## src/rtl/ctrl_decode_stage.sv

```systemverilog
// ID-stage control unit: decodes the LEGv8 opcode into the ID/EX control register.
// It also detects load-use hazards, handles flushes and counts illegal opcodes.
module ctrl_decode_stage #(
  parameter int unsigned REG_W     = 5,
  parameter int unsigned HAZARD_EN = 1,
  parameter int unsigned EN_CBNZ   = 1,
  parameter int unsigned EN_B      = 1,
  parameter int unsigned ILL_CNT_W = 8
) (
  input  logic                 clk,
  input  logic                 reset,
  input  logic                 valid_i,
  input  logic [31:0]          instr_i,
  input  logic                 flush_i,
  output logic                 reg2loc_o,
  output logic                 stall_o,
  output logic                 illegal_o,
  output logic                 ex_valid_o,
  output logic                 ex_alusrc_o,
  output logic                 ex_memtoreg_o,
  output logic                 ex_regwrite_o,
  output logic                 ex_memread_o,
  output logic                 ex_memwrite_o,
  output logic                 ex_branch_o,
  output logic [1:0]           ex_aluop_o,
  output logic                 ex_uncond_o,
  output logic                 ex_brnz_o,
  output logic [REG_W-1:0]     ex_rd_o,
  output logic [ILL_CNT_W-1:0] ill_cnt_o
);

  typedef struct packed {
    logic       alusrc;
    logic       memtoreg;
    logic       regwrite;
    logic       memread;
    logic       memwrite;
    logic       branch;
    logic [1:0] aluop;
    logic       uncond;
    logic       brnz;
  } ex_ctl_t;

  logic [10:0]    opcode;
  logic           dec_reg2loc;
  ex_ctl_t        dec_ctl;
  logic           dec_match;
  logic           is_cond_br, is_b, is_rtype, is_stur;
  logic           uses_rn, uses_r2;
  logic [REG_W-1:0] rn, r2;
  logic           hazard;

  logic           ex_valid_q, ex_valid_d;
  ex_ctl_t        ex_ctl_q, ex_ctl_d;
  logic [REG_W-1:0]     ex_rd_q, ex_rd_d;
  logic [ILL_CNT_W-1:0] ill_cnt_q, ill_cnt_d;

  assign opcode = instr_i[31:21];

  always_comb begin
    dec_reg2loc = 1'b0;
    dec_ctl     = '0;
    dec_match   = 1'b1;
    is_cond_br  = 1'b0;
    is_b        = 1'b0;
    is_rtype    = 1'b0;
    is_stur     = 1'b0;
    casez (opcode)
      11'b11111000010: dec_ctl = '{alusrc: 1'b1, memtoreg: 1'b1, regwrite: 1'b1,
                                   memread: 1'b1, default: '0};
      11'b11111000000: begin
        is_stur     = 1'b1;
        dec_reg2loc = 1'b1;
        dec_ctl     = '{alusrc: 1'b1, memwrite: 1'b1, default: '0};
      end
      11'b10110100???: begin
        is_cond_br  = 1'b1;
        dec_reg2loc = 1'b1;
        dec_ctl     = '{branch: 1'b1, aluop: 2'b01, default: '0};
      end
      11'b10110101???: begin
        if (EN_CBNZ != 0) begin
          is_cond_br  = 1'b1;
          dec_reg2loc = 1'b1;
          dec_ctl     = '{branch: 1'b1, aluop: 2'b01, brnz: 1'b1, default: '0};
        end else begin
          dec_match = 1'b0;
        end
      end
      11'b000101?????: begin
        if (EN_B != 0) begin
          is_b    = 1'b1;
          dec_ctl = '{branch: 1'b1, aluop: 2'b01, uncond: 1'b1, default: '0};
        end else begin
          dec_match = 1'b0;
        end
      end
      11'b10001011000, 11'b11001011000, 11'b10001010000, 11'b10101010000: begin
        is_rtype = 1'b1;
        dec_ctl  = '{regwrite: 1'b1, aluop: 2'b10, default: '0};
      end
      11'b110100101??: begin
        dec_reg2loc = 1'b1;
        dec_ctl     = '{alusrc: 1'b1, regwrite: 1'b1, aluop: 2'b11, default: '0};
      end
      default: dec_match = 1'b0;
    endcase
  end

  assign rn      = instr_i[5 +: REG_W];
  assign r2      = dec_reg2loc ? instr_i[REG_W-1:0] : instr_i[16 +: REG_W];
  assign uses_rn = dec_match & ~is_cond_br & ~is_b;
  assign uses_r2 = is_rtype | is_stur | is_cond_br;

  // XZR as load destination never creates a real dependency.
  assign hazard = (HAZARD_EN != 0) & valid_i & ex_valid_q & ex_ctl_q.memread &
                  (ex_rd_q != REG_W'(31)) &
                  ((uses_rn & (rn == ex_rd_q)) | (uses_r2 & (r2 == ex_rd_q)));

  assign reg2loc_o = valid_i & dec_reg2loc;
  assign stall_o   = hazard & ~flush_i;
  assign illegal_o = valid_i & ~flush_i & ~stall_o & ~dec_match;

  always_comb begin
    ex_valid_d = 1'b0;
    ex_ctl_d   = '0;
    ex_rd_d    = '0;
    if (!flush_i && !stall_o && valid_i && dec_match) begin
      ex_valid_d = 1'b1;
      ex_ctl_d   = dec_ctl;
      ex_rd_d    = instr_i[REG_W-1:0];
    end
  end

  assign ill_cnt_d = (illegal_o && (ill_cnt_q != '1)) ? ill_cnt_q + ILL_CNT_W'(1) : ill_cnt_q;

  always_ff @(posedge clk or negedge reset) begin
    if (!reset) begin
      ex_valid_q <= 1'b0;
      ex_ctl_q   <= '0;
      ex_rd_q    <= '0;
      ill_cnt_q  <= '0;
    end else begin
      ex_valid_q <= ex_valid_d;
      ex_ctl_q   <= ex_ctl_d;
      ex_rd_q    <= ex_rd_d;
      ill_cnt_q  <= ill_cnt_d;
    end
  end

  assign ex_valid_o    = ex_valid_q;
  assign ex_alusrc_o   = ex_ctl_q.alusrc;
  assign ex_memtoreg_o = ex_ctl_q.memtoreg;
  assign ex_regwrite_o = ex_ctl_q.regwrite;
  assign ex_memread_o  = ex_ctl_q.memread;
  assign ex_memwrite_o = ex_ctl_q.memwrite;
  assign ex_branch_o   = ex_ctl_q.branch;
  assign ex_aluop_o    = ex_ctl_q.aluop;
  assign ex_uncond_o   = ex_ctl_q.uncond;
  assign ex_brnz_o     = ex_ctl_q.brnz;
  assign ex_rd_o       = ex_rd_q;
  assign ill_cnt_o     = ill_cnt_q;

endmodule
```

## config.mk

```make
export PLATFORM = sky130hd
export DESIGN_NAME = ctrl_decode_stage
export DESIGN_NICKNAME = d
export VERILOG_FILES = /design/src/rtl/ctrl_decode_stage.sv
export SDC_FILE = /design/constraint.sdc
export NUM_CORES = 1
export LEC_CHECK = 0
export CORE_MARGIN = 1
export CORE_UTILIZATION = 45
export CTS_CLUSTER_DIAMETER = 120
export DETAILED_ROUTE_END_ITERATION = 10
export HOLD_SLACK_MARGIN = 0.1
export PLACE_DENSITY = 0.86
export SLEW_MARGIN = 25
export SYNTH_ARGS = -nofsm -noshare
export SYNTH_HDL_FRONTEND = slang
export SYNTH_SLANG_ARGS = --single-unit
```

## constraint.sdc

```tcl
create_clock -name clk -period 3.1 [get_ports clk]
set_input_delay 0.31 -clock clk [delete_from_list [all_inputs] [get_ports clk]]
set_output_delay 0.31 -clock clk [all_outputs]
set_load 0.01 [all_outputs]
```

==> qor_table.md, run 1 <==
| Quantity | This run | Unit |
|---|---|---|
| Combinational family with the most area after synthesis | simple AND/OR/NAND/NOR gates | - |
| Type of the worst setup path | primary input to output port | - |
| Sequential Area | 575.6 | µm² |
| Fraction of synthesized area in multiplexers | 1.518 | % |
| Synth Instances | 137 | - |
| Cells along the critical path | clkdlybuf4s50_1 > mux2i_1 > nand3_1 > nor3_1 > a32oi_1 > nor3_1 > o21a_1 > clkdlybuf4s50_1 | - |
| Worst min-delay path category | primary input to asynchronous set/reset pin | - |
| Ys Warns | 0 | - |
| Final setup skew | 7.476 | ps |
| Max-capacitance violation count | 0 | - |
| Distinct cells, synth | 44 | - |
| Largest fanout of any net on the critical path | 5 | - |
| Post-synthesis simple-gate area fraction | 30.00 | % |
| Core area | 0.002853 | mm² |
| Average via count per standard cell | 5.838 | - |
| Minimum hold slack | 476.5 | ps |
| CTS HTree Levels | 1 | - |
| Most used flip-flop cell after synthesis | sky130_fd_sc_hd__dfrtp_1 | - |
| Clock period minus final worst setup slack | 2964 | ps |
| Slew HR | 55.30 | % |
| Cell at the slowest stage of the critical path | sky130_fd_sc_hd__clkdlybuf4s50_1 | - |
| Area taken by multi-input logic gates | 799.5 | µm² |
| First-pass GRT wire length | 6285 | µm |
| Register bit total from synthesis | 23 | - |
| Drt total wl | 3858 | µm |
| Critical Path AT | 2650 | ps |
| Async S/R FF share, synth | 100.0 | % |
| Fmax | 337.4 | MHz |
| Number of design rule violations left after detail routing | 7 | - |
| Die W | 57.81 | µm |
| IR Drop Worst-Case VDD | 408.9 | µV |
| Clock-pin slew on the worst setup and hold paths | 130 | ps |
| Cell row count | 19 | - |
| Portion of the post-synthesis area used by sequential elements | 41.07 | % |
| Congestion Overflow GR | 0 | - |
| Global-route usage over all layers | 24.50 | % |
| Setup_tns | 0 | ps |
| Total power divided by cell area | 382.6 | mW/mm² |
| Critical path's largest stage delay | 620 | ps |
| Pins Over Slew Limit | 0 | - |
| Number of filler instances in the final layout | 220 | - |
| Cell family with the largest share of critical-path delay | buffers and inverters | - |
| Largest net degree at the start of global routing | 24 | - |
| Final-report hold violation count | 0 | - |
| Worst-skew pair later-pin latency | 320 | ps |
| Number of buffers added by the clock tree synthesis step | 3 | - |
| Root Buffer Master | sky130_fd_sc_hd__clkbuf_4 | - |
| Total of endpoints with negative setup slack in the final report | 0 | - |
| Complex-gate fraction of the synthesized area | 12.05 | % |
| List of most frequent post-synthesis cells | 23 x sky130_fd_sc_hd__dfrtp_1, 13 x sky130_fd_sc_hd__nor3_1, 11 x sky130_fd_sc_hd__xor2_1 | - |
| Top-count cell post-synth | sky130_fd_sc_hd__dfrtp_1 | - |
| Synth top area cells | sky130_fd_sc_hd__dfrtp_1 41%, sky130_fd_sc_hd__xor2_1 6.9%, sky130_fd_sc_hd__nor3_1 4.6% | - |
| Bufs on Longest Clock Path | 2 | - |
| Failing checks | design-rule violations | - |
| Outcome | finished with violations | - |
| Final standard cell utilization of the core | 71.80 | % |
| TritonCTS clock tree | yes | - |
| Synth top area share | 41.07 | % |
| Height of the die | 57.81 | µm |
| Post-DRT Antenna Nets | 0 | - |
| Critical path data required time | 2790 | ps |
| Final Wtd Congestion | 0.8905 | - |
| Initial Util | 49.12 | % |
| Cell type with the highest aggregate area in the netlist | sky130_fd_sc_hd__dfrtp_1 | - |
| Number of sinks handled by clock tree synthesis | 23 | - |
| Worst Tran Pin Value | 668.9 | ps |
| Antenna cells | 0 | - |
| Final-stage net count | 236 | - |
| Post-synthesis to final-layout area growth | 46.16 | % |
| Number of iterations in the first detailed-routing pass | 7 | - |
| Detailed-route via count | 1,337 | - |
| Number of global-route vias before repair | 1,313 | - |
| Post-Synthesis Net Count | 174 | - |
| Initial antenna violation count | 0 | - |
| Static leakage | 0.8110 | nW |
| Proportion of layout cells with a drive suffix above 1 | 11.62 | % |
| Number of top-level pins | 63 | - |
| Post-synthesis share of cell area spent on xor and xnor gates | 11.25 | % |
| Type of element capturing the critical path | output port | - |
| Share of the cycle needed by the critical path after routing | 95.60 | % |
| Die ar. | 0.003341 | mm² |
| Kind of launch point of the worst setup path | primary input | - |
| Post-detailed-placement half-perimeter wirelength | 2958 | µm |
| Post-synthesis instance area | 0.001401 | mm² |
| RSZ-0062 raised after global routing | no | - |
| Total of buffers placed on input and output ports | 56 | - |
| Routed length per instance | 16.85 | µm |
| Count of flip-flops with a built-in enable after synthesis | 0 | - |
| Initial DRC count | 65 | - |
| Avg Synthesized Cell Area | 10.23 | µm² |
| Post-synthesis adder-cell area fraction | 0.8929 | % |
| Combined buffer and inverter count along the critical path | 2 | - |
==> layout make-up <==
cell class              count  area share [%]
clock buffers               3           1.100
clock inverters             1          0.2443
inverters                   7           1.283
multi-input cells         105           39.03
flip-flops and latches     23           28.10
well taps                  31           1.894
repair buffers             59           28.34
==> logic make-up after synthesis <==
kind of cell / count (synthesis)
DFF: 23
muxes: 2
and+or+nand+nor: 66
xor gates and xnor gates: 18
buffers and inverters: 9
AOI/OAI and AO/OA: 18
adders and majority gates: 1
==> worst reg2reg max path, cell delays in order, from the launching register on <==
cell,delay [ps]
sky130_fd_sc_hd__dfrtp_1,470
sky130_fd_sc_hd__xor2_1,190
sky130_fd_sc_hd__a2111o_1,400
sky130_fd_sc_hd__nor4_2,140
sky130_fd_sc_hd__a32oi_1,150
sky130_fd_sc_hd__o311ai_4,670
sky130_fd_sc_hd__nor3_1,150
==> through the flow <==
stage,instance area [µm²],cells,power (W),worst slack [ps]
3_3_place_gp,1997,224,0.0006321,225.3
3_5_place_dp,1997,224,0.0006465,152.2
5_1_grt,2048,229,0.0008352,18.40
4_1_cts,2024,228,0.0007897,108.0
6_report,2048,229,0.0007837,136.4
2_1_floorplan,1401,137,0.0004916,1076
==> metal layers <==
metal	vias up	GRT usage, %	share of wire (%)
met4	0	11.56	2.7
met1	639	30.75	42
met2	64	41.22	48
met3	10	4.018	7.5
li1	624	-	-
met5	-	0	0
==> power breakdown <==
part / switching, W / leakage, nW / internal [W]
logic: 0.000114 / 0.483 / 0.000148
clock network: 0.0000931 / 0.0177 / 0.0000484
registers: 0.0000434 / 0.310 / 0.000337
==> flip-flops by register name, indices dropped and copies added (netlist names) <==
signal	count
ex_uncond_o	1
ex_memwrite_o	1
ex_branch_o	1
ex_alusrc_o	1
ex_rd_o	5
ex_memread_o	1
ex_brnz_o	1
ex_aluop_o	2
ex_valid_o	1
ex_regwrite_o	1
ill_cnt_o	8
==> placed cells by master (no fill, tap or decap), types with 2 or more instances in the layout <==
cell	Yosys	layout
sky130_fd_sc_hd__a211oi_1	3	3
sky130_fd_sc_hd__a21o_1	2	2
sky130_fd_sc_hd__a21oi_1	3	3
sky130_fd_sc_hd__and2_1	2	2
sky130_fd_sc_hd__and3_1	2	2
sky130_fd_sc_hd__buf_4	1	2
sky130_fd_sc_hd__clkbuf_4	0	3
sky130_fd_sc_hd__clkdlybuf4s50_1	0	55
sky130_fd_sc_hd__dfrtp_1	23	23
sky130_fd_sc_hd__inv_1	7	7
sky130_fd_sc_hd__nand2_1	7	7
sky130_fd_sc_hd__nand2b_1	2	2
sky130_fd_sc_hd__nand3_1	6	6
sky130_fd_sc_hd__nand3b_1	3	3
sky130_fd_sc_hd__nand4_1	2	2
sky130_fd_sc_hd__nand4bb_1	2	2
sky130_fd_sc_hd__nor2_1	6	6
sky130_fd_sc_hd__nor2b_1	2	2
sky130_fd_sc_hd__nor3_1	13	13
sky130_fd_sc_hd__nor3b_1	5	5
sky130_fd_sc_hd__nor4_2	1	3
sky130_fd_sc_hd__or2_2	3	3
sky130_fd_sc_hd__xnor2_1	7	7
sky130_fd_sc_hd__xor2_1	11	11
==> worst paths after layout <==
check	startpoint	end	slack (ps)	cells after the start
setup / recovery	instr_i[24]	stall_o	140	8
hold / removal	reset	ill_cnt_o[7]	480	2
hold reg to reg	ill_cnt_o[6]	ill_cnt_o[6]	510	1
min in group clk	ill_cnt_o[6]	ill_cnt_o[6]	510	1
setup reg to reg	ex_rd_o[2]	ex_aluop_o[0]	780	6
max in group asynchronous	reset	ill_cnt_o[1]	2280	2
==> repair_timing <==
| action | in CTS | in global routing |
|---|---|---|
| gates resized for setup | 0 | 3 |
| endpoints found under the hold margin | 0 | 23 |
| endpoints found under the setup margin | 0 | 1 |
| hold buffers | 0 | 1 |
| buffers inserted | 0 | 0 |
No activity file was read; power rests on OpenSTA's default activity.
==> run 2: changes to the inputs <==
CORE_MARGIN = 4   (was 1)
CTS_CLUSTER_SIZE = 25   (was unset)
==> run 2 against run 1 <==
- the run now ends clean
- combinational power hardly changed
- critical endpoint unchanged
- sequential power barely moved
- fmax shrank 0.85%
- routed wire length decreased by 5.8%
==> qor_table.md, run 2 (synthesized netlist as in run 1, its figures left out) <==
| Quantity | This run | Unit |
|---|---|---|
| Critical Path AT | 2680 | ps |
| Final Wtd Congestion | 0.8546 | - |
| Post-detailed-placement half-perimeter wirelength | 2861 | µm |
| Cell depth of the worst flop-to-flop path | 6 | - |
| Share of total power in sequential cells | 48.2 | % |
| Post-DRT Antenna Nets | 0 | - |
| Number of design rule violations left after detail routing | 0 | - |
| Die ar. | 0.004071 | mm² |
| Pins Over Slew Limit | 0 | - |
| Number of global-route vias before repair | 1,386 | - |
| CTS HTree Levels | 1 | - |
| Type of the worst setup path | primary input to output port | - |
| Routed length per instance | 15.08 | µm |
| Antenna cells | 0 | - |
| Initial Util | 48.72 | % |
| Proportion of layout cells with a drive suffix above 1 | 12.06 | % |
| Overall power after layout | 0.0007847 | W |
| Total of buffers placed on input and output ports | 56 | - |
| Number of sinks handled by clock tree synthesis | 23 | - |
| Core area | 0.002877 | mm² |
| Post-Place Cells | 235 | - |
| Average via count per standard cell | 5.481 | - |
| Static leakage | 0.8408 | nW |
| Total power divided by cell area | 373.1 | mW/mm² |
| Post-synthesis to final-layout area growth | 50.09 | % |
| Final-stage net count | 237 | - |
| Post-layout instance area | 0.002103 | mm² |
| Launching point of the worst reg2reg path | ex_rd_o[0] | - |
| Clock-pin slew on the worst setup and hold paths | 120 | ps |
| Clock share of power | 18.3 | % |
| Worst Tran Pin Value | 680.8 | ps |
| Initial antenna violation count | 0 | - |
| Post-Place Worst Slack | 149.7 | ps |
| GRT met3 Usage | 4.028 | % |
| Congestion Overflow GR | 0 | - |
| Peak-usage layer in the global routing report | met2 | - |
| Final-report hold violation count | 0 | - |
| Number of top-level pins | 63 | - |
| Leading cell type in the layout, fill and taps excluded | sky130_fd_sc_hd__clkdlybuf4s50_1 | - |
| Number of filler instances in the final layout | 209 | - |
| Root Buffer Master | sky130_fd_sc_hd__clkbuf_4 | - |
| Fmax | 334.5 | MHz |
| Internal power | 0.0005364 | W |
| Kind of launch point of the worst setup path | primary input | - |
| Post-place instance area | 0.002011 | mm² |
| Met1 capacity usage during global routing | 23.88 | % |
| Global-route usage over all layers | 18.72 | % |
| Largest net degree at the start of global routing | 24 | - |
| Commonest non-fill, non-tap cells in the layout | 54 x sky130_fd_sc_hd__clkdlybuf4s50_1, 23 x sky130_fd_sc_hd__dfrtp_1, 13 x sky130_fd_sc_hd__nor3_1 | - |
| Total of endpoints with negative setup slack in the final report | 0 | - |
| Fraction of power spent switching nets | 31.63 | % |
| Outcome | completed | - |
| Met2 usage in global routing | 32.90 | % |
| TritonCTS clock tree | yes | - |
| Layout Cells excl Fill | 241 | - |
| First-pass GRT wire length | 6230 | µm |
| Hold path depth | 3 | - |
| Max-capacitance violation count | 0 | - |
| Critical path data required time | 2790 | ps |
| Register-to-Register Setup Slack | 700 | ps |
| Hold path startpoint | instr_i[28] | - |
| Final WS setup | 110.9 | ps |
| Combinational Power Share | 33.5 | % |
| Crit Reg-Reg Endpoint | ex_memread_o | - |
| Slew HR | 54.51 | % |
| Power spent charging and discharging nets | 0.0002482 | W |
| Drt total wl | 3634 | µm |
| Final setup skew | 9.499 | ps |
| Number of iterations in the first detailed-routing pass | 4 | - |
| Bufs on Longest Clock Path | 2 | - |
| Number of flip-flops under the largest register name | 8 | - |
| Number of buffers added by the clock tree synthesis step | 3 | - |
| Cell row count | 19 | - |
| Initial DRC count | 51 | - |
| Share of the cycle needed by the critical path after routing | 96.42 | % |
| End point of the worst hold path | ex_uncond_o | - |
| Height of the die | 63.81 | µm |
| Die W | 63.81 | µm |
| Worst min-delay path category | primary input to flip-flop | - |
| Type of element capturing the critical path | output port | - |
| IR Drop Worst-Case VDD | 319.6 | µV |
| Worst-skew pair later-pin latency | 310 | ps |
| Largest fanout of any net on the critical path | 5 | - |
| Clock period minus final worst setup slack | 2989 | ps |
| Detailed-route via count | 1,321 | - |
run 2: cell count changes in the layout (fill, tap and decap cells not counted), sizes merged:
cell and change:
clkinv -1, clkbuf +1, buf +1, dlymetal6s2s +1, clkdlybuf4s50 -1
run 2: cell type report:
class | instances | area [µm²] | share of cell area (%)
Sequential cell | 23 | 575.6 | 27.36
Inverter | 7 | 26.28 | 1.249
Clock buffer | 4 | 26.28 | 1.249
Timing Repair Buffer | 60 | 590.6 | 28.08
Tap cell | 42 | 52.55 | 2.499
Multi-Input combinational cell | 105 | 832.0 | 39.56
run 2: metal layers:
layer  up-vias  wire length [µm]
met5         -                 0
met4         0                21
met3         4               229
met2        56              1787
met1       640              1595
li1        621                 -
run 2: worst max-delay path: stages:
cell	delay, ps
sky130_fd_sc_hd__clkdlybuf4s50_1	620
sky130_fd_sc_hd__nand2b_1	250
sky130_fd_sc_hd__nor3_4	80
sky130_fd_sc_hd__nor4_1	290
sky130_fd_sc_hd__a32oi_2	200
sky130_fd_sc_hd__nor3_1	230
sky130_fd_sc_hd__o21a_1	160
sky130_fd_sc_hd__clkdlybuf4s50_1	540
run 2: worst max-delay path by stage:
| stage | endpoint | cells after the start | start |
|---|---|---|---|
| after floorplan | ex_memwrite_o | 7 | ex_rd_o[2] |
| after global placement | stall_o | 8 | instr_i[22] |
| after detailed placement | stall_o | 8 | instr_i[22] |
| after CTS | stall_o | 8 | instr_i[22] |
| after global routing | stall_o | 8 | instr_i[26] |
| final | stall_o | 8 | instr_i[24] |
run 2: power groups by stage:
stage	logic [W]	registers (W)	clock network (W)
after floorplan	0.0000950	0.000397	0
after global placement	0.000252	0.000380	0
after detailed placement	0.000260	0.000384	0
after CTS	0.000260	0.000377	0.000141
after global routing	0.000288	0.000389	0.000151
final	0.000263	0.000378	0.000144
run 2: per-stage QoR:
| step | utilization [%] | setup TNS (ps) | hold slack (ps) |
|---|---|---|---|
| finish | 73.12 | 0 | 431.9 |
| CTS | 70.81 | 0 | 505.3 |
| global route | 73.12 | -11.33 | 472.7 |
| detailed placement | 69.90 | 0 | 487.7 |
| floorplan | - | 0 | 14.41 |
| global placement | 69.90 | 0 | 477.0 |
run 2: repair_timing:
item	CTS	global route
buffers inserted	0	1
endpoints found under the hold margin	0	23
resized for setup	0	7
hold buffers	0	1
setup endpoints to repair	0	1
